[src/rtl/regfile_writeback_if.sv]
// Handshake, write-port and scoreboard-query bundle for regfile_writeback.
// The master side feeds results and query addresses. The slave side is the writeback queue.
interface regfile_writeback_if #(
    parameter int DWIDTH    = 32,
    parameter int RSELWIDTH = 5,
    parameter int DEPTH     = 4
);
    localparam int CW = $clog2(DEPTH) + 1;

    logic                 alu_valid;
    logic                 alu_ready;
    logic [RSELWIDTH-1:0] alu_address;
    logic [DWIDTH-1:0]    alu_data;
    logic                 mem_valid;
    logic                 mem_ready;
    logic [RSELWIDTH-1:0] mem_address;
    logic [DWIDTH-1:0]    mem_data;
    logic                 write_en;
    logic [RSELWIDTH-1:0] write_address;
    logic [DWIDTH-1:0]    write_data;
    logic [RSELWIDTH-1:0] query_address1;
    logic [RSELWIDTH-1:0] query_address2;
    logic                 busy1;
    logic                 busy2;
    logic [CW-1:0]        count;

    modport master (
        output alu_valid, alu_address, alu_data,
        output mem_valid, mem_address, mem_data,
        output query_address1, query_address2,
        input  alu_ready, mem_ready, write_en, write_address, write_data,
        input  busy1, busy2, count
    );

    modport slave (
        input  alu_valid, alu_address, alu_data,
        input  mem_valid, mem_address, mem_data,
        input  query_address1, query_address2,
        output alu_ready, mem_ready, write_en, write_address, write_data,
        output busy1, busy2, count
    );
endinterface

[src/rtl/regfile_writeback.sv]
// Writeback queue that merges ALU and load results into one register-file write port.
// It pops one entry per cycle and reports pending writes to decode.
module regfile_writeback #(
    parameter int DWIDTH    = 32,
    parameter int RSELWIDTH = 5,
    parameter int DEPTH     = 4
) (
    input  logic                 clk,
    input  logic                 rst,
    regfile_writeback_if.slave   bus
);
    localparam int PW = $clog2(DEPTH);
    localparam int CW = PW + 1;
    localparam logic [RSELWIDTH-1:0] R0 = {RSELWIDTH{1'b0}};

    logic [RSELWIDTH-1:0] addr_q [DEPTH];
    logic [RSELWIDTH-1:0] addr_d [DEPTH];
    logic [DWIDTH-1:0]    data_q [DEPTH];
    logic [DWIDTH-1:0]    data_d [DEPTH];
    logic [PW-1:0]        rd_ptr_q, rd_ptr_d;
    logic [PW-1:0]        wr_ptr_q, wr_ptr_d;
    logic [CW-1:0]        count_q, count_d;
    logic                 write_en_q, write_en_d;
    logic [RSELWIDTH-1:0] write_address_q, write_address_d;
    logic [DWIDTH-1:0]    write_data_q, write_data_d;

    logic [CW-1:0]        free_s;
    logic                 mem_push_s, alu_push_s, pop_s;
    logic [PW-1:0]        alu_slot_s;
    logic [DEPTH-1:0]     entry_vld_s;
    logic                 hit1_s, hit2_s;

    // Readiness: a same-cycle pop never frees a slot for that cycle's push.
    always_comb begin
        free_s = CW'(DEPTH) - count_q;
        if (rst) begin
            bus.mem_ready = 1'b0;
            bus.alu_ready = 1'b0;
        end else begin
            bus.mem_ready = (free_s >= CW'(1));
            bus.alu_ready = (free_s >= CW'(2)) || ((free_s >= CW'(1)) && !bus.mem_valid);
        end
    end

    assign mem_push_s = bus.mem_valid && bus.mem_ready && (bus.mem_address != R0);
    assign alu_push_s = bus.alu_valid && bus.alu_ready && (bus.alu_address != R0);
    assign pop_s      = (count_q != CW'(0));

    // Queue next state. The load entry goes ahead of the ALU entry.
    always_comb begin
        addr_d          = addr_q;
        data_d          = data_q;
        rd_ptr_d        = rd_ptr_q;
        write_en_d      = pop_s;
        write_address_d = write_address_q;
        write_data_d    = write_data_q;
        alu_slot_s      = wr_ptr_q + PW'(mem_push_s);
        if (pop_s) begin
            write_address_d = addr_q[rd_ptr_q];
            write_data_d    = data_q[rd_ptr_q];
            rd_ptr_d        = rd_ptr_q + PW'(1);
        end else begin
            rd_ptr_d        = rd_ptr_q;
        end
        if (mem_push_s) begin
            addr_d[wr_ptr_q] = bus.mem_address;
            data_d[wr_ptr_q] = bus.mem_data;
        end else begin
            addr_d[wr_ptr_q] = addr_d[wr_ptr_q];
        end
        if (alu_push_s) begin
            addr_d[alu_slot_s] = bus.alu_address;
            data_d[alu_slot_s] = bus.alu_data;
        end else begin
            addr_d[alu_slot_s] = addr_d[alu_slot_s];
        end
        wr_ptr_d = wr_ptr_q + PW'(mem_push_s) + PW'(alu_push_s);
        count_d  = count_q + CW'(mem_push_s) + CW'(alu_push_s) - CW'(pop_s);
    end

    // State registers. Reset empties the queue without waiting for a clock edge.
    always_ff @(posedge clk or posedge rst) begin
        if (rst) begin
            for (int i = 0; i < DEPTH; i++) begin
                addr_q[i] <= R0;
                data_q[i] <= {DWIDTH{1'b0}};
            end
            rd_ptr_q        <= {PW{1'b0}};
            wr_ptr_q        <= {PW{1'b0}};
            count_q         <= {CW{1'b0}};
            write_en_q      <= 1'b0;
            write_address_q <= R0;
            write_data_q    <= {DWIDTH{1'b0}};
        end else begin
            addr_q          <= addr_d;
            data_q          <= data_d;
            rd_ptr_q        <= rd_ptr_d;
            wr_ptr_q        <= wr_ptr_d;
            count_q         <= count_d;
            write_en_q      <= write_en_d;
            write_address_q <= write_address_d;
            write_data_q    <= write_data_d;
        end
    end

    // An entry is live when its distance past the read pointer is below count.
    always_comb begin
        entry_vld_s = {DEPTH{1'b0}};
        for (int i = 0; i < DEPTH; i++) begin
            entry_vld_s[i] = ({1'b0, PW'(i) - rd_ptr_q} < count_q);
        end
    end

    // Pending-write lookup covers the queue and the write currently on the port.
    always_comb begin
        hit1_s = write_en_q && (write_address_q == bus.query_address1);
        hit2_s = write_en_q && (write_address_q == bus.query_address2);
        for (int i = 0; i < DEPTH; i++) begin
            hit1_s = hit1_s | (entry_vld_s[i] && (addr_q[i] == bus.query_address1));
            hit2_s = hit2_s | (entry_vld_s[i] && (addr_q[i] == bus.query_address2));
        end
        bus.busy1 = hit1_s && (bus.query_address1 != R0);
        bus.busy2 = hit2_s && (bus.query_address2 != R0);
    end

    assign bus.write_en      = write_en_q;
    assign bus.write_address = write_address_q;
    assign bus.write_data    = write_data_q;
    assign bus.count         = count_q;
endmodule
[src/flat_wrapper.sv]
// flat-port wrapper written by rule: the top's interface ports become plain ports
module regfile_writeback_flat 
#(
    parameter int DWIDTH    = 32,
    parameter int RSELWIDTH = 5,
    parameter int DEPTH     = 4
)
  (clk, rst, bus_alu_valid, bus_alu_address, bus_alu_data, bus_mem_valid, bus_mem_address, bus_mem_data, bus_query_address1, bus_query_address2, bus_alu_ready, bus_mem_ready, bus_write_en, bus_write_address, bus_write_data, bus_busy1, bus_busy2, bus_count);
  regfile_writeback_if #(.DWIDTH(DWIDTH), .RSELWIDTH(RSELWIDTH), .DEPTH(DEPTH)) bus_i ();
  input  logic clk;
  input  logic rst;
  input wire logic [$bits(bus_i.alu_valid)-1:0] bus_alu_valid;
  input wire logic [$bits(bus_i.alu_address)-1:0] bus_alu_address;
  input wire logic [$bits(bus_i.alu_data)-1:0] bus_alu_data;
  input wire logic [$bits(bus_i.mem_valid)-1:0] bus_mem_valid;
  input wire logic [$bits(bus_i.mem_address)-1:0] bus_mem_address;
  input wire logic [$bits(bus_i.mem_data)-1:0] bus_mem_data;
  input wire logic [$bits(bus_i.query_address1)-1:0] bus_query_address1;
  input wire logic [$bits(bus_i.query_address2)-1:0] bus_query_address2;
  output wire logic [$bits(bus_i.alu_ready)-1:0] bus_alu_ready;
  output wire logic [$bits(bus_i.mem_ready)-1:0] bus_mem_ready;
  output wire logic [$bits(bus_i.write_en)-1:0] bus_write_en;
  output wire logic [$bits(bus_i.write_address)-1:0] bus_write_address;
  output wire logic [$bits(bus_i.write_data)-1:0] bus_write_data;
  output wire logic [$bits(bus_i.busy1)-1:0] bus_busy1;
  output wire logic [$bits(bus_i.busy2)-1:0] bus_busy2;
  output wire logic [$bits(bus_i.count)-1:0] bus_count;
  assign bus_i.alu_valid = bus_alu_valid;
  assign bus_i.alu_address = bus_alu_address;
  assign bus_i.alu_data = bus_alu_data;
  assign bus_i.mem_valid = bus_mem_valid;
  assign bus_i.mem_address = bus_mem_address;
  assign bus_i.mem_data = bus_mem_data;
  assign bus_i.query_address1 = bus_query_address1;
  assign bus_i.query_address2 = bus_query_address2;
  assign bus_alu_ready = bus_i.alu_ready;
  assign bus_mem_ready = bus_i.mem_ready;
  assign bus_write_en = bus_i.write_en;
  assign bus_write_address = bus_i.write_address;
  assign bus_write_data = bus_i.write_data;
  assign bus_busy1 = bus_i.busy1;
  assign bus_busy2 = bus_i.busy2;
  assign bus_count = bus_i.count;
  regfile_writeback #(.DWIDTH(DWIDTH), .RSELWIDTH(RSELWIDTH), .DEPTH(DEPTH)) u_core (.clk(clk), .rst(rst), .bus(bus_i));
endmodule
[config.mk]
export PLATFORM = sky130hd
export DESIGN_NAME = regfile_writeback_flat
export DESIGN_NICKNAME = d
export VERILOG_FILES = /design/src/rtl/regfile_writeback_if.sv /design/src/rtl/regfile_writeback.sv /design/src/flat_wrapper.sv
export SDC_FILE = /design/constraint.sdc
export NUM_CORES = 1
export LEC_CHECK = 0
export ABC_AREA = 1
export CORE_MARGIN = 8
export CORE_UTILIZATION = 25
export CTS_BUF_LIST = sky130_fd_sc_hd__clkbuf_4 sky130_fd_sc_hd__clkbuf_8 sky130_fd_sc_hd__clkbuf_16
export DETAILED_ROUTE_END_ITERATION = 8
export MAX_ROUTING_LAYER = met4
export PLACE_DENSITY = 0.44
export SLEW_MARGIN = 20
export SYNTH_ARGS = -nofsm -noshare
export SYNTH_HDL_FRONTEND = slang
export SYNTH_SLANG_ARGS = --single-unit
[constraint.sdc]
create_clock -name clk -period 10.25 [get_ports clk]
set_input_delay 1.025 -clock clk [delete_from_list [all_inputs] [get_ports clk]]
set_output_delay 1.025 -clock clk [all_outputs]
set_load 0.1 [all_outputs]
# Word level (Yosys, flattened, before mapping)
# Cells that the tools add are included.
[word_totals]
ff_bits = 193
output_inout_bits = 45
elab_cells = 115
[classes]
n_addsub = 11
order_cmp = 11
n_eq_ne = 10
n_mux = 32
n_bitwise = 11
reduce_logical = 26
[ops]
columns = ["cell", "count"]
rows = [
  ["bitwise mux 128 bit", 2],
  ["2-to-1 mux 128 bit", 2],
  ["demux 32 bit (select 2 bit)", 2],
  ["2-to-1 mux 32 bit", 4],
  ["bitwise mux 20 bit", 4],
  ["binary-select mux 32 bit (select 2 bit)", 1],
  ["== test 5 bit", 10],
  ["2-to-1 mux 20 bit", 2],
  ["2-to-1 mux 5 bit", 8],
  ["binary-select mux 5 bit (select 2 bit)", 3],
  ["demux 5 bit (select 2 bit)", 2],
  ["nonzero test 5 bit", 4],
  ["logical AND 1 bit", 19],
  ["less-than comparator 2 x 3 -> 1 bit", 4],
  [">= comparator 3 bit, second input constant", 3],
  ["inverter 2 -> 3 bit", 3],
  ["OR 1 bit", 8],
  ["adder 3 x 1 -> 3 bit", 2],
  ["less-than comparator 3 x 1 -> 1 bit, second input constant", 2],
  ["adder 2 x 1 -> 2 bit", 2],
  ["subtractor 1 x 2 -> 2 bit, first input constant", 2],
  ["subtractor 2 bit, first input constant", 2],
  [">= comparator 3 x 1 -> 1 bit, second input constant", 1],
  [">= comparator 3 x 2 -> 1 bit, second input constant", 1],
  ["other kinds (7)", 8],
]

# Longest topological paths before layout
# Gate-level depths: netlist of the first run.
[logic_depth]
word_depth = 13
ltp_mapped = 20

# Least setup slack after synthesis of the first run
# Ideal clock, no wire load.
[synth_timing]
kind = "input-to-output"
from = "input rst"
to = "output bus_mem_ready"
arrival_time_ns = 6.557
slack_ns = 2.668
path_stages = 4
cell_sequence = "inv_1 -> nand2_2 -> clkbuf_1 -> inv_1"
[synth_via]
elab_chain_len = 1
[synth_lines]
columns = ["item", "line", "source"]
rows = [
  ["from (decl)", "flat_wrapper.sv:11", "input logic rst;"],
  ["2-to-1 mux 1 bit", "regfile_writeback.sv:36", "if (rst) begin"],
  ["to (decl)", "flat_wrapper.sv:21", "output wire logic [$bits(bus_i.mem_ready)-1:0] bus_mem_ready;"],
]
# Every way passes these cells.

==> metrics, run 1 <==
first-pass GRT wire length roughly 64000 um; cell taking the most area after synthesis dfrtp_1; Async SR Flop Fraction 1.00; crit share post-route 0.497; Vias 10600; Sw Ratio 0.512; commonest cells in the netlist nand2_1 (868), dfrtp_1 (193), o21ai_0 (101), inv_1 (92), o21ai_1 (61); post-route ant nets 0; IO Count roughly 130; Resized Gates After CTS 0; crit path kind in -> reg; vias in the first global route about 10000; DR pass1 iterations 5; clock latency on the worst-skew pair between 0.4 and 0.5 ns; Synth Flop Type dfrtp_1; Peak Freq roughly 200 MHz; RSZ-0062 raised after global routing no; #FFs+latches synth between 150 and 200; GRT busiest layer met2; Crit Path Max Fanout 73; Worst Path Arrival 5.43 ns; Worst VDD drop about 0.21 mV; placed cells about 2300; CP Capture Type register; CP startpoint kind input port; setup TNS 0 ns; status finished, final reports clean; Port-buffer cells approximately 130; Post-Layout Cell Count around 2300; routing usage on met1 0.208; Remaining Overflow, GRT 0; Fin. Hold Viols 0; first-iteration detailed-routing DRC count slightly below 800; largest net degree at the start of global routing between 70 and 80; Post-synth EDFFs 0; clk_skew 0.0101 ns; initial antenna violation count 1; Mean Syn Cell Area 6.90 um^2; clock root buffer clkbuf_16; Final Setup Violations 0; post-synth top area share 0.423; CTS buffer count 17; Die W around 230 um; P&R area growth vs syn 20.4%; CTS Buffer Depth 2; layout net count around 1800; post-route DRC violation count 0; Slew @ Worst Pin 1.06 ns; setup bufs post-CTS 0; Syn. warnings 0; sequential fraction of design power 0.304; Die Area between 0.05 and 0.06 mm^2; initial core utilization 0.252; Static Leak 6.86 nW; Syn Std Cell Area between 0.01 and 0.015 mm^2; GR met3 Demand/Resource 0.0191; post-DP HPWL ~26000 um; Site Rows between 70 and 80; Psw ~0.0023 W; Power Dens Cells roughly 330 mW/mm^2; hold-fix buffers at CTS 0; TritonCTS clock tree built; Core Box Area ~0.045 mm^2; Sink Count a little under 200; Required @ worst endpoint approximately 11 ns; Post-Syn Nets 1757; Routed Wire Length 41200 um; sequential cell area fraction in the yosys report 0.423; routability cong. between 0.8 and 0.9; number of diodes 0; cell internal pwr between 0.002 and 0.0025 W; GR Util met2 0.260; Comb pwr share 0.538; routed vias/inst approximately 4.5; gr usage total 0.159; Hold Crit Class reg -> reg; Yosys cell types 35; share of cells above drive strength 1 0.0431; synth top area cells dfrtp_1 (42%), nand2_1 (29%), o21ai_0 (4.4%); wire length per cell 17.6 um; H-tree levels 4; Slew Limit Fails 0; count leader, synth nand2_1; Clk pwr share 0.158; Max Cap Violations 0; Final Critical Period between 5 and 6 ns; Die Y around 230 um; Clock transition at path regs 0.08 ns; FILL cells 5006; Post-Synthesis Cells ~1700; slew margin rel. 0.289
==> critical path: stages <==
cell,delay [ns]
clkdlybuf4s50_1,0.52
inv_8,0.43
nand2_2,0.43
nor2_8,0.47
ha_1,0.25
or2_1,0.12
nand2_2,0.09
nor2_2,0.24
inv_2,0.12
nor2_4,0.80
inv_2,0.59
nand2_1,0.21
nand2_1,0.06
==> power groups by stage <==
stage | combinational [W] | clock, W | sequential (W)
2_1_floorplan | 0.00135 | 0 | 0.00180
3_3_place_gp | 0.00242 | 0 | 0.00138
3_5_place_dp | 0.00244 | 0 | 0.00138
4_1_cts | 0.00245 | 0.000735 | 0.00137
5_1_grt | 0.00270 | 0.000761 | 0.00141
6_report | 0.00242 | 0.000711 | 0.00137
==> final timing paths <==
| check | startpoint | end | slack, ns | cells past startpoint |
|---|---|---|---|---|
| max | rst | u_core.data_q[5] | 5.15 | 13 |
| min | u_core.bus.write_data[11] | u_core.bus.write_data[11] | 0.48 | 2 |
| max reg2reg | u_core.bus.count[0] | u_core.data_q[5] | 5.51 | 17 |
| min reg2reg | u_core.bus.write_data[11] | u_core.bus.write_data[11] | 0.48 | 2 |
| max in group asynchronous | rst | u_core.data_q[114] | 7.09 | 4 |
| min in group asynchronous | rst | u_core.bus.count[0] | 1.08 | 2 |
==> placed cells by master (no fill, tap or decap), types with 16 or more instances in the layout <==
cell type,n
dfrtp_1,193
o21bai_1,21
xnor2_1,16
nor2_1,46
o21ai_0,101
clkbuf_16,17
a22oi_1,28
xor2_1,21
nand2_1,868
inv_1,91
o21ai_1,61
nand4_1,16
clkdlybuf4s50_1,132
==> area by class of cell <==
cell class	instances	area, um^2	share of cell area
Clock buffer	20	460	0.0335
Clock inverter	12	145	0.0106
Inverter	105	412	0.0299
Multi-Input combinational cell	1265	5740	0.417
Sequential cell	193	4830	0.351
Tap cell	600	751	0.0546
Timing Repair Buffer	145	1420	0.103
==> stage by stage <==
| stage | setup WS [ns] | instance area (um^2) | utilization | hold slack [ns] | total power [W] |
|---|---|---|---|---|---|
| finish | 5.15 | 13800 | 0.304 | 0.485 | 0.00450 |
| floorplan | 2.67 | 11400 | - | 0.531 | 0.00314 |
| global route | 4.69 | 13800 | 0.304 | 0.515 | 0.00488 |
| CTS | 5.10 | 13800 | 0.304 | 0.489 | 0.00455 |
| global placement | 4.75 | 13100 | 0.290 | 0.472 | 0.00380 |
| detailed placement | 4.67 | 13100 | 0.290 | 0.468 | 0.00382 |
==> state kept, by name (all words and copies together) (netlist names) <==
signal and flops:
u_core.data_q 128, u_core.bus.write_data 32, u_core.rd_ptr_q 2, u_core.bus.count 3
u_core.wr_ptr_q 2, u_core.bus.write_en 1, u_core.addr_q 20, u_core.bus.write_address 5
==> metal layers <==
metal	part of all wire	vias to the layer above
met2	0.48	256
met4	0.016	0
met5	0	-
li1	-	5337
met1	0.47	4962
met3	0.037	34
==> logic make-up (layout without fill, tap and decap cells) <==
| kind of cell | count (synthesis) | count (layout) | synth area share |
|---|---|---|---|
| XOR/XNOR | 37 | 37 | 0.0284 |
| AO/OA/AOI/OAI | 248 | 248 | 0.125 |
| AND/OR/NAND/NOR | 967 | 967 | 0.332 |
| flip-flops | 193 | 193 | 0.423 |
| buffers and inverters | 198 | 282 | 0.0757 |
| adder cells (fa/ha/maj) | 13 | 13 | 0.0156 |
(Power assumes the default switching activity.)
==> run 2, diff against run 1 <==
==> constraint.sdc (replaced) <==
create_clock -name clk -period 5.15 [get_ports clk]
set_input_delay 0.515 -clock clk [delete_from_list [all_inputs] [get_ports clk]]
set_output_delay 0.515 -clock clk [all_outputs]
set_load 0.1 [all_outputs]
==> run 2 against run 1 <==
- global-route usage up 0.13 points
- via count shrank 0.22%
- final area rose by 0.82%
- sequential cell count is the same
- clock skew up 0.00081 ns
- hold slack worse by 0.0033 ns
- worst setup slack got worse by 3.9 ns
- critical endpoint is now bus_mem_ready
- largest power group unchanged
==> metrics, run 2 (synthesis gave the netlist of run 1 again) <==
status finished, final reports clean; P&R area growth vs syn 21.4%; max reg flops 128; CTS buffer count 17; Die Y approximately 230 um; hold path start u_core.bus.write_data[24]; reg2reg start u_core.bus.count[0]; Peak Freq ~260 MHz; crit path launch u_core.bus.count[0]; Worst R2R Setup Slack between 1.5 and 2 ns; Site Rows 78; most frequent cells in the layout nand2_1 (867), dfrtp_1 (193), clkdlybuf4s50_1 (130), o21ai_0 (101), inv_1 (90); DR pass1 iterations 5; Worst VDD drop ~0.41 mV; Required @ worst endpoint 4.64 ns; TritonCTS clock tree built; crit path cell chain inv_1, ha_1, ha_1, inv_1, nor2_1, nand2_1, nand2_2, buf_4, inv_1, clkdlybuf4s50_1; CP Capture Type primary output; initial core utilization 0.252; FILL cells between 4000 and 5000; crit path kind reg -> out; Final Critical Period ~3.9 ns; share of cells above drive strength 1 0.0509; routability cong. around 0.88; max incr delay on CP around 1.1 ns; most flop-heavy register u_core.data_q; setup bufs post-CTS 0; Die W ~230 um; clock root buffer clkbuf_16; Crit Path Max Fanout 21; Resized Gates After CTS 0; vias in the first global route about 10000; Clock transition at path regs roughly 0.070 ns; worst hold slack ~0.48 ns; CP startpoint kind register; Crit path top cell by count inv_1; Hold Crit Class reg -> reg; slew margin rel. 0.321; crit path buf inv count 5; CTS Buffer Depth 2; Port-buffer cells 132; gr usage total 0.160; Power Dens Cells 654 mW/mm^2; Remaining Overflow, GRT 0; Final Power approximately 0.0091 W; Routed Wire Length between 40000 and 50000 um; post-DP HPWL around 26000 um; Core Util, Final 0.306; slowest CP cell clkdlybuf4s50_1; Slew @ Worst Pin slightly above 1 ns; Core Box Area 0.0453 mm^2; H-tree levels 4; IO Count approximately 130; Slew Limit Fails 0; Max Cap Violations 0; Vias around 11000; post-route DRC violation count 0; clock latency on the worst-skew pair around 0.46 ns; hold-fix buffers at CTS 0; crit share post-route 0.752; initial antenna violation count 1; Static Leak about 6.9 nW; Fin. Hold Viols 0; RSZ-0062 raised after global routing no; wire length per cell roughly 18 um; commonest non-fill, non-tap cell in the layout nand2_1; largest net degree at the start of global routing 71; routed vias/inst ~4.5; clk_skew roughly 0.011 ns; first-pass GRT wire length approximately 64000 um; post-route ant nets 0; Sink Count between 150 and 200; Die Area between 0.05 and 0.06 mm^2; setup TNS 0 ns; CP top delay family buffers and inverters; Worst Path Arrival 3.36 ns; layout net count between 1500 and 2000; first-iteration detailed-routing DRC count between 700 and 800; Final Setup Violations 0
-- run 2: changes by cell type in the layout (fill, tap and decap cells not counted), sizes merged --
cell           delta
buf               +9
clkdlybuf4s50     -2
bufinv            +1
diode             +1
inv               -1
-- run 2: metrics by stage --
stage                     area [um^2]  setup WS (ns)  std cells
final                           13900           1.28       2348
after floorplan                 11500         -0.317       1656
after detailed placement        13200           1.34       2315
after global routing            13900           1.10       2348
after global placement          13200           1.36       2315
after CTS                       13900           1.24       2347
-- run 2: report_power, final --
| group | switching (W) | internal [W] | leakage, nW | total (W) |
|---|---|---|---|---|
| combinational | 0.00345 | 0.00144 | 4.16 | 0.00489 |
| clock | 0.000668 | 0.000810 | 0.309 | 0.00148 |
| sequential | 0.000493 | 0.00221 | 2.43 | 0.00270 |
-- run 2: cell type report --
class | instances | area [um^2] | share of cell area
well taps | 600 | 751 | 0.0541
multi-input cells | 1265 | 5770 | 0.416
flip-flops and latches | 193 | 4830 | 0.348
inverters | 105 | 413 | 0.0298
clock inverters | 12 | 169 | 0.0122
diodes | 1 | 2.50 | 0.000180
repair buffers | 152 | 1470 | 0.106
clock buffers | 20 | 460 | 0.0332
-- run 2: final timing paths --
path                                               endpoint  depth (start not counted)
worst max-delay path                          bus_mem_ready                         10
worst min-delay path              u_core.bus.write_data[24]                          2
worst max register to register            u_core.data_q[90]                         18
worst min register to register    u_core.bus.write_data[24]                          2
max in group asynchronous                u_core.data_q[121]                          4
min in group asynchronous       u_core.bus.write_address[1]                          3
-- run 2: worst reg2reg max path: stages, from the launching register on --
cell     delay (ns)
dfrtp_1        0.50
inv_1          0.16
ha_1           0.23
ha_1           0.27
inv_1          0.04
nor2_1         0.09
nand2_1        0.07
nand2_2        0.15
nor2_8         0.11
ha_4           0.20
or2_4          0.25
nand2_4        0.12
inv_4          0.06
nor2_4         0.18
inv_4          0.08
nor2_4         0.36
buf_4          0.38
nand2_1        0.10
nand2_1        0.07
-- run 2: metal layers --
metal,GRT usage,share of wire
met1,0.212,0.48
met2,0.256,0.47
met3,0.0202,0.031
met4,0.0471,0.019
met5,-,0
==> run 3, diff against run 2 <==
--- a/config.mk
+++ b/config.mk
@@ -11,7 +11,7 @@
 export CTS_BUF_LIST = sky130_fd_sc_hd__clkbuf_4 sky130_fd_sc_hd__clkbuf_8 sky130_fd_sc_hd__clkbuf_16
 export DETAILED_ROUTE_END_ITERATION = 8
 export MAX_ROUTING_LAYER = met4
-export PLACE_DENSITY = 0.44
+export PLACE_DENSITY = 0.45
 export SLEW_MARGIN = 20
 export SYNTH_ARGS = -nofsm -noshare
 export SYNTH_HDL_FRONTEND = slang
==> constraint.sdc (replaced) <==
create_clock -name clk -period 3.45 [get_ports clk]
set_input_delay 0.345 -clock clk [delete_from_list [all_inputs] [get_ports clk]]
set_output_delay 0.345 -clock clk [all_outputs]
set_load 0.1 [all_outputs]
==> run 3 against run 2 <==
- clock-buffer cell count decreased by 1
- non-clock buffer count is 8 higher
- wire length rose by 1.9%
- utilization up 0.22 points
- critical path depth up 2
- global-route usage rose by 0.27 points
- hold slack better by 0.0011 ns
- first-iteration DRC count grew 3.5%
- critical path type unchanged
==> metrics, run 3 (synthesis gave the netlist of run 1 again) <==
setup TNS 0 ns; Peak Freq ~320 MHz; Static Leak around 6.9 nW; pre-CTS WS 0.354 ns; layout net count around 1800; IO Count 133; hold path start u_core.bus.write_data[14]; CTS buffer count 17; Worst Reg2Reg Path Length in Cells 17; Die Y 230 um; Die Area about 0.053 mm^2; Power Dens Cells between 900 and 1000 mW/mm^2; routability cong. 0.832; max reg flops 128; post-DP HPWL approximately 27000 um; Remaining Overflow, GRT 0; Final Setup Violations 0; crit path kind reg -> out; status finished, final reports clean; max incr delay on CP around 0.45 ns; Post-Layout Cell Count between 2000 and 2500; first-iteration detailed-routing DRC count 778; Fin. Hold Viols 0; placed cells approximately 2300; gr usage total 0.163; Crit Path Max Fanout 7; CTS Buffer Depth 2; most frequent cells in the layout nand2_1 (867), dfrtp_1 (192), clkdlybuf4s50_1 (128), o21ai_0 (101), inv_1 (89); CP Capture Type primary output; Hold EP u_core.bus.write_data[14]; Required @ worst endpoint approximately 3.1 ns; metal3 WL ~1700 um; Vias ~11000; Sink Count slightly below 200; Slew Limit Fails 0; Site Rows 78; routed vias/inst roughly 4.5; vias in the first global route approximately 11000; reg2reg start u_core.bus.count[1]; largest net degree at the start of global routing ~140; slew margin rel. 0.305; share of cells above drive strength 1 0.0587; RSZ-0062 raised after global routing no; crit path cell chain inv_1, nand2_1, clkinv_1, nor2_1, inv_1, ha_1, a31oi_1, nand3_1, nand3_1, nor2_1, nor2_2, buf_12; Clock transition at path regs ~0.070 ns; Worst R2R Setup Slack 0.37 ns; clock latency on the worst-skew pair approximately 0.45 ns; Slew @ Worst Pin 1.04 ns; clk_skew 0.0115 ns; Metal-1 WL 20300 um; initial antenna violation count 0; H-tree levels 4; Core Box Area 0.0453 mm^2; clock root buffer clkbuf_16; Met2 Wirelength around 19000 um; reg2reg end u_core.data_q[29]; Port-buffer cells between 100 and 150; TritonCTS clock tree built; first-pass GRT wire length 65400 um; crit share post-route 0.919; initial core utilization 0.252; Hold Crit Class reg -> reg; CP startpoint kind register; post-route ant nets 0; number of diodes 0; PnR worst setup slack roughly 0.28 ns; wire length per cell 17.8 um; P&R area growth vs syn 22.2%; most flop-heavy register u_core.data_q; Final Critical Period approximately 3.2 ns; Routed Wire Length about 42000 um; post-route DRC violation count 0; Worst VDD drop 0.684 mV; top sig layer met4; setup bufs post-CTS 0; Die W 230 um; commonest non-fill, non-tap cell in the layout nand2_1; hold path cells 2; slowest CP cell dfrtp_2; Max Cap Violations 0; DR pass1 iterations 5; Worst Path Arrival around 2.8 ns; FILL cells roughly 4900
-- run 3: cell type report --
class	instances	area [um^2]	area share
Inverter	105	413	0.0296
Tap cell	600	751	0.0538
Sequential cell	193	4830	0.346
Clock inverter	12	148	0.0106
Multi-Input combinational cell	1265	5790	0.415
Timing Repair Buffer	160	1580	0.113
Clock buffer	19	447	0.0320
-- run 3: worst max-delay path by stage --
stage | from | to | slack, ns | depth (start not counted)
3_5_place_dp | bus_mem_address[4] | u_core.data_q[29] | 0.35 | 14
6_report | u_core.rd_ptr_q[0] | bus_busy2 | 0.28 | 12
4_1_cts | u_core.rd_ptr_q[0] | bus_busy2 | 0.15 | 12
2_1_floorplan | rst | u_core.data_q[66] | -1.85 | 15
5_1_grt | u_core.rd_ptr_q[0] | bus_busy2 | 0.10 | 12
3_3_place_gp | bus_mem_address[4] | u_core.bus.count[1] | 0.36 | 11
-- run 3: through the flow --
stage	utilization	hold slack [ns]	instance area, um^2	power, W
6_report	0.308	0.483	14000	0.0136
5_1_grt	0.308	0.507	14000	0.0148
4_1_cts	0.308	0.489	14000	0.0138
3_5_place_dp	0.295	0.467	13400	0.0116
3_3_place_gp	0.295	0.466	13400	0.0115
2_1_floorplan	-	0.462	11500	0.00946
-- run 3: power by group --
| part | internal (W) | switching [W] | total (W) |
|---|---|---|---|
| Combinational | 0.00225 | 0.00526 | 0.00751 |
| Clock | 0.00111 | 0.000991 | 0.00210 |
| Sequential | 0.00330 | 0.000719 | 0.00402 |
| Total | 0.00666 | 0.00697 | 0.0136 |
-- run 3: per-layer routing --
metal,vias to the layer above,global-route usage
met5,-,-
met2,272,0.255
met4,0,0.0451
li1,5374,-
met3,36,0.0235
met1,4950,0.219
-- run 3: repair_timing --
item | in CTS | in global routing
hold buffers | 0 | 0
endpoints found under the hold margin | 0 | 0
setup endpoints to repair | 0 | 1
resized for setup | 0 | 1
-- run 3: worst max-delay path: cells and delay by family (launching register included) --
family	cells	cell delay (ns)
AND/OR/NAND/NOR	6	0.81
flip-flops	1	0.45
buffers and inverters	4	0.47
AO/OA/AOI/OAI	1	0.37
adder cells (fa/ha/maj)	1	0.27
